## config.mk

```make
export PLATFORM = sky130hd
export DESIGN_NAME = mfp_input_debouncer
export DESIGN_NICKNAME = d
export VERILOG_FILES = /design/src/rtl/mfp_input_debouncer_pkg.sv /design/src/rtl/mfp_debounce_bit.sv /design/src/rtl/mfp_input_debouncer.sv
export SDC_FILE = /design/constraint.sdc
export NUM_CORES = 1
export LEC_CHECK = 0
export CORE_MARGIN = 3
export CORE_UTILIZATION = 60
export DETAILED_ROUTE_END_ITERATION = 6
export PLACE_DENSITY = 0.78
export SLEW_MARGIN = 20
export SYNTH_ARGS = -nofsm -noshare
export SYNTH_HDL_FRONTEND = slang
export SYNTH_SLANG_ARGS = --single-unit
```

## constraint.sdc

```tcl
create_clock -name HCLK -period 4.25 [get_ports HCLK]
set_input_delay 1.275 -clock HCLK [delete_from_list [all_inputs] [get_ports HCLK]]
set_output_delay 1.275 -clock HCLK [all_outputs]
set_load 0.005 [all_outputs]
```

## src/rtl/mfp_input_debouncer_pkg.sv

```systemverilog
`default_nettype none
//------------------------------------------------------------------------------
// Module      : mfp_input_debouncer_pkg
// Description : Shared defaults and filter state encoding for the input debouncer.
// Revision    : 1.0 - initial release
//------------------------------------------------------------------------------

// Board-level defaults; simulation builds override MFP_DB_CYCLES with a small value.
`ifndef MFP_N_SW
`define MFP_N_SW 16
`endif
`ifndef MFP_N_PB
`define MFP_N_PB 5
`endif
`ifndef MFP_DB_CYCLES
`define MFP_DB_CYCLES 50000
`endif

package mfp_input_debouncer_pkg;

  localparam int c_n_sw_dflt      = `MFP_N_SW;
  localparam int c_n_pb_dflt      = `MFP_N_PB;
  localparam int c_db_cycles_dflt = `MFP_DB_CYCLES;

  localparam int               c_st_w       = 1;
  localparam logic [c_st_w-1:0] c_st_stable  = 1'b0;
  localparam logic [c_st_w-1:0] c_st_pending = 1'b1;

  // Counter only needs to reach DB_CYCLES-1.
  function automatic int db_cnt_w(input int cycles);
    return (cycles > 1) ? $clog2(cycles) : 1;
  endfunction

endpackage

`default_nettype wire

```

## src/rtl/mfp_debounce_bit.sv

```systemverilog
`default_nettype none
//------------------------------------------------------------------------------
// Module      : mfp_debounce_bit
// Description : Two-flop synchroniser plus per-bit stability filter for one pin.
// Revision    : 1.0 - initial release
//------------------------------------------------------------------------------

module mfp_debounce_bit
  import mfp_input_debouncer_pkg::*;
#(
  parameter int DB_CYCLES = c_db_cycles_dflt
) (
  input  logic HCLK,
  input  logic HRESETn,
  input  logic i_raw,
  output logic o_level
);

  localparam int               CNT_W      = db_cnt_w(DB_CYCLES);
  localparam logic [CNT_W-1:0] c_cnt_term = CNT_W'(DB_CYCLES - 1);
  localparam logic [CNT_W-1:0] c_cnt_one  = CNT_W'(1);

  logic              r_sync1;
  logic              r_sync2;
  logic              r_level;
  logic [c_st_w-1:0] r_state;
  logic [c_st_w-1:0] w_state_nxt;
  logic [CNT_W-1:0]  r_cnt;
  logic [CNT_W-1:0]  w_cnt_nxt;
  logic              w_level_nxt;
  logic              w_differs;
  logic              w_term;

  assign w_differs = (r_sync2 != r_level);
  assign w_term    = (r_cnt == c_cnt_term);

  always_ff @(posedge HCLK or negedge HRESETn) begin
    if (!HRESETn) begin
      r_sync1 <= 1'b0;
      r_sync2 <= 1'b0;
      r_state <= c_st_stable;
      r_cnt   <= '0;
      r_level <= 1'b0;
    end else begin
      r_sync1 <= i_raw;
      r_sync2 <= r_sync1;
      r_state <= w_state_nxt;
      r_cnt   <= w_cnt_nxt;
      r_level <= w_level_nxt;
    end
  end

  always_comb begin
    w_state_nxt = r_state;
    case (r_state)
      c_st_stable:  if (w_differs) w_state_nxt = c_st_pending;
      c_st_pending: if (!w_differs || w_term) w_state_nxt = c_st_stable;
      default:      w_state_nxt = c_st_stable;
    endcase
  end

  // A glitch that ends before terminal count leaves the counter cleared.
  always_comb begin
    w_cnt_nxt   = '0;
    w_level_nxt = r_level;
    if ((r_state == c_st_pending) && w_differs) begin
      if (w_term) begin
        w_level_nxt = r_sync2;
      end else begin
        w_cnt_nxt = r_cnt + c_cnt_one;
      end
    end
  end

  assign o_level = r_level;

endmodule

`default_nettype wire

```

## src/rtl/mfp_input_debouncer.sv

```systemverilog
`default_nettype none
//------------------------------------------------------------------------------
// Module      : mfp_input_debouncer
// Description : Debounces board switches/buttons for the GPIO block; define
//               MFP_DB_EDGE_EN to build the PB_press/PB_release pulse logic.
// Revision    : 1.0 - initial release
//------------------------------------------------------------------------------

module mfp_input_debouncer
  import mfp_input_debouncer_pkg::*;
#(
  parameter int N_SW      = c_n_sw_dflt,
  parameter int N_PB      = c_n_pb_dflt,
  parameter int DB_CYCLES = c_db_cycles_dflt
) (
  input  logic            HCLK,
  input  logic            HRESETn,
  input  logic [N_SW-1:0] SW_raw,
  input  logic [N_PB-1:0] PB_raw,
  output logic [N_SW-1:0] IO_Switch,
  output logic [N_PB-1:0] IO_PB,
  output logic [N_PB-1:0] PB_press,
  output logic [N_PB-1:0] PB_release
);

  for (genvar gi = 0; gi < N_SW; gi++) begin : g_sw
    mfp_debounce_bit #(
      .DB_CYCLES (DB_CYCLES)
    ) u_bit (
      .HCLK    (HCLK),
      .HRESETn (HRESETn),
      .i_raw   (SW_raw[gi]),
      .o_level (IO_Switch[gi])
    );
  end

  for (genvar gi = 0; gi < N_PB; gi++) begin : g_pb
    mfp_debounce_bit #(
      .DB_CYCLES (DB_CYCLES)
    ) u_bit (
      .HCLK    (HCLK),
      .HRESETn (HRESETn),
      .i_raw   (PB_raw[gi]),
      .o_level (IO_PB[gi])
    );
  end

`ifdef MFP_DB_EDGE_EN
  logic [N_PB-1:0] r_pb_prev;
  logic [N_PB-1:0] r_press;
  logic [N_PB-1:0] r_release;

  // r_pb_prev clears to 0, so a button held through reset yields a press.
  always_ff @(posedge HCLK or negedge HRESETn) begin
    if (!HRESETn) begin
      r_pb_prev <= '0;
      r_press   <= '0;
      r_release <= '0;
    end else begin
      r_pb_prev <= IO_PB;
      r_press   <= IO_PB & ~r_pb_prev;
      r_release <= ~IO_PB & r_pb_prev;
    end
  end

  assign PB_press   = r_press;
  assign PB_release = r_release;
`else
  assign PB_press   = '0;
  assign PB_release = '0;
`endif

endmodule

`default_nettype wire

```

==> out/results.ini <==
[grt]
grt_overflow = 0
grt_max_degree = 120
grt_pass1_wl_um = 60230
antenna_found_initial = 0
grt_pass1_vias = 13425
grt_util_all_layers_pct = 19.67

[clocking]
clk-insertion-delay-late_ns = 0.55
htreeDepth = 2
root_buffer = clkbuf_16
cts-resized-gates = 0
ctsHoldBuffers = 0
clockBufferDepth = 3
cts_tree = done
cts_setup_buffers = 0
path_clk_slew_ns = 0.06
clock-sinks = 420
cts_buffers = 44

[sta]
max_slew_margin_pct = 30.47
holdWs_ns = 0.3454
fin_skew_ns = 0.01800
report.final.setup_viol = 0
min_period_ns = 2.747
rsz0062_at_grt = false
slew_viol_final = 0
tns_ns = 0
finalHoldViolCount = 0
worst_pin_slew_ns = 1.038
fmax_ghz = 0.3640
min_period_over_period_pct = 64.65

[placed_design]
dp_hpwl_um = 21940
portBuffers = 43
place.gp.congestion = 0.8188

[synthesis]
synth_area_mm2 = 0.01968
yosys.area_share.simple_pct = 25.55
yosys-top-cells-count = dfrtp_1 (420), nor2_1 (377), xnor2_1 (217)
avgSynthCellArea_um2 = 10.14
synth_edf_count = 0
synth_compound_area_share_pct = 1.011
synth-xor-area-share_pct = 13.44
ys_warn_count = 0
synth_top_family_by_area = simple AND/OR/NAND/NOR gates
synthMuxAreaShare_pct = 1.221
synthDominantCellAreaShare_pct = 53.41
synth_area_leaders = dfrtp_1 (53%), xnor2_1 (9.7%), nor2_1 (7.2%)
synthAdderAreaFrac_pct = 1.335
yosysSeqAreaShare_pct = 53.41
syn_inst = 1941
ys_types = 49
synth_top_area_cell = dfrtp_1
ys.flop_type = dfrtp_1
async_reset_ff_share_pct = 100.0
ys_ff_latch = 420
synthMostInstantiatedCell = dfrtp_1

[routing]
avgRoutedWirePerCell_um = 13.70
vias = 13460
postRouteWirelength_um = 33370
antenna_left = 0
viasPerCell = 5.528
drt-initial-drc-count = 624
drc = 0
drt_pass1_iterations = 7

[power_and_ir_drop]
cellLeakagePower_uw = 0.008566
vdd_ir_drop_max_mv = 0.3445
p_sw_uw = 1679
p_total_uw = 8280
combPwrFrac_pct = 2.5
intPower_uw = 6601
power_frac_seq_pct = 49.3
power_density_mw_per_mm2 = 379.2
p_clk_share_pct = 48.1
swShare_pct = 20.28

[min_path]
min_to = g_sw[2].u_bit.r_sync2
hold_depth = 0
holdCritPathClass = flop to flop
hold_start = g_sw[2].u_bit.r_sync1

[setup_path]
cpLargestDelayFamily = buffers and inverters
critPathMaxFanout = 3
timing.rr.start = g_sw[1].u_bit.r_cnt[10]
worstSetupPathType = flop to primary output
cp_num_buf_inv = 1
rr_worst_depth = 4
worstPathArrival_ns = 1.47
rr_endpoint = g_sw[1].u_bit.r_cnt[13]
max_stage_delay_ns = 0.56
worstPathCellList = clkdlybuf4s50_1
crit_start = g_sw[5].u_bit.o_level
cp-end-kind = primary output
cp_slowest_cell = clkdlybuf4s50_1
worst-r2r-setup-slack_ns = 2.05
cp-start-kind = flop
critical_path_required_ns = 2.97

[floorplanning]
initial_utilization_pct = 61.56
io_pins = 54
rows = 65
die_w_um = 187.1
core_mm2 = 0.03196
die_area_mm2 = 0.03500
fp.dieH_um = 187.1

[final_layout]
drive_gt1_share_pct = 5.050
num_antenna_cells = 0
final_util_pct = 68.31
nNetsFinal = 2012
syn_to_final_growth_pct = 10.96
n_fill_cell = 2373

[outcome]
outcome = finished, final reports clean

[run]
cap_violations = 0

==> logic make-up after synthesis <==
| family | after synthesis |
|---|---|
| other cells | 1 |
| mux | 21 |
| fa+ha+maj | 21 |
| flops | 420 |
| xor+xnor | 302 |
| buf+inv | 158 |
| simple gates | 987 |
| compound gates | 31 |
==> registers in the layout, indices dropped and copies added, names as in the netlist, 16 cells and up <==
signal / count
g_sw.u_bit.r_sync2: 16
g_sw.u_bit.r_sync1: 16
g_sw.u_bit.r_cnt: 256
g_sw.u_bit.r_state: 16
g_pb.u_bit.r_cnt: 80
g_sw.u_bit.o_level: 16
==> cell type report <==
cell class	count	area (um^2)	share of cell area [%]
Tap cell	435	544.3	2.493
Clock buffer	66	1315	6.023
Clock inverter	12	217.7	0.9971
Sequential cell	420	10510	48.14
Timing Repair Buffer	49	530.5	2.430
Multi-Input combinational cell	1372	8412	38.53
Inverter	81	304.0	1.393
==> through the flow <==
step	worst slack, ns	instances	cell area, um^2
after floorplan	2.422	1950	19710
after global placement	1.911	2356	20290
after detailed placement	1.878	2356	20290
after CTS	1.455	2434	21830
after global routing	1.446	2435	21830
final	1.503	2435	21830
==> power by group through the flow <==
stage	Combinational (uW)	Clock, uW	Sequential (uW)
finish	209	3990	4080
global route	246	4290	4090
CTS	218	4110	4080
detailed placement	217	0	4160
global placement	211	0	4150
floorplan	105	0	4150
==> layout by cell type (no fill, tap or decap), drive strengths merged, types with 3 or more instances in the layout <==
master and n:
o31ai 5, and4 10, conb 10, or4 7, and2 18, dfrtp 420, o21ai 6, bufinv 6
and3 20, nand4bb 3, clkdlybuf4s50 42, nand4b 4, xnor2 217, a21oi 13, or2 15, inv 83
or4bb 13, buf 6, xor2 85, or4b 15, clkinv 4, mux2 21, nand3 117, nand2 93
or3 9, nor4 86, clkbuf 67, nor3 72, nor4b 7, ha 21, nor2 377, nand4 102
nor4bb 12
==> per-layer routing <==
layer | track usage [%] | part of all wire, %
met1 | 26.77 | 47
met2 | 33.00 | 48
met3 | 3.073 | 3.1
met4 | 5.757 | 2.0
met5 | 0 | 0
==> how the worst max path moves through the flow <==
| stage | endpoint | slack (ns) | depth (start not counted) |
|---|---|---|---|
| after CTS | IO_Switch[5] | 1.46 | 1 |
| after floorplan | g_sw[9].u_bit.o_level | 2.42 | 3 |
| final | IO_Switch[5] | 1.50 | 1 |
| after global placement | g_sw[13].u_bit.r_cnt[5] | 1.91 | 2 |
| after detailed placement | g_sw[13].u_bit.r_state | 1.88 | 2 |
| after global routing | IO_Switch[5] | 1.45 | 1 |
Note: power is estimated with default switching activity, not from simulation.
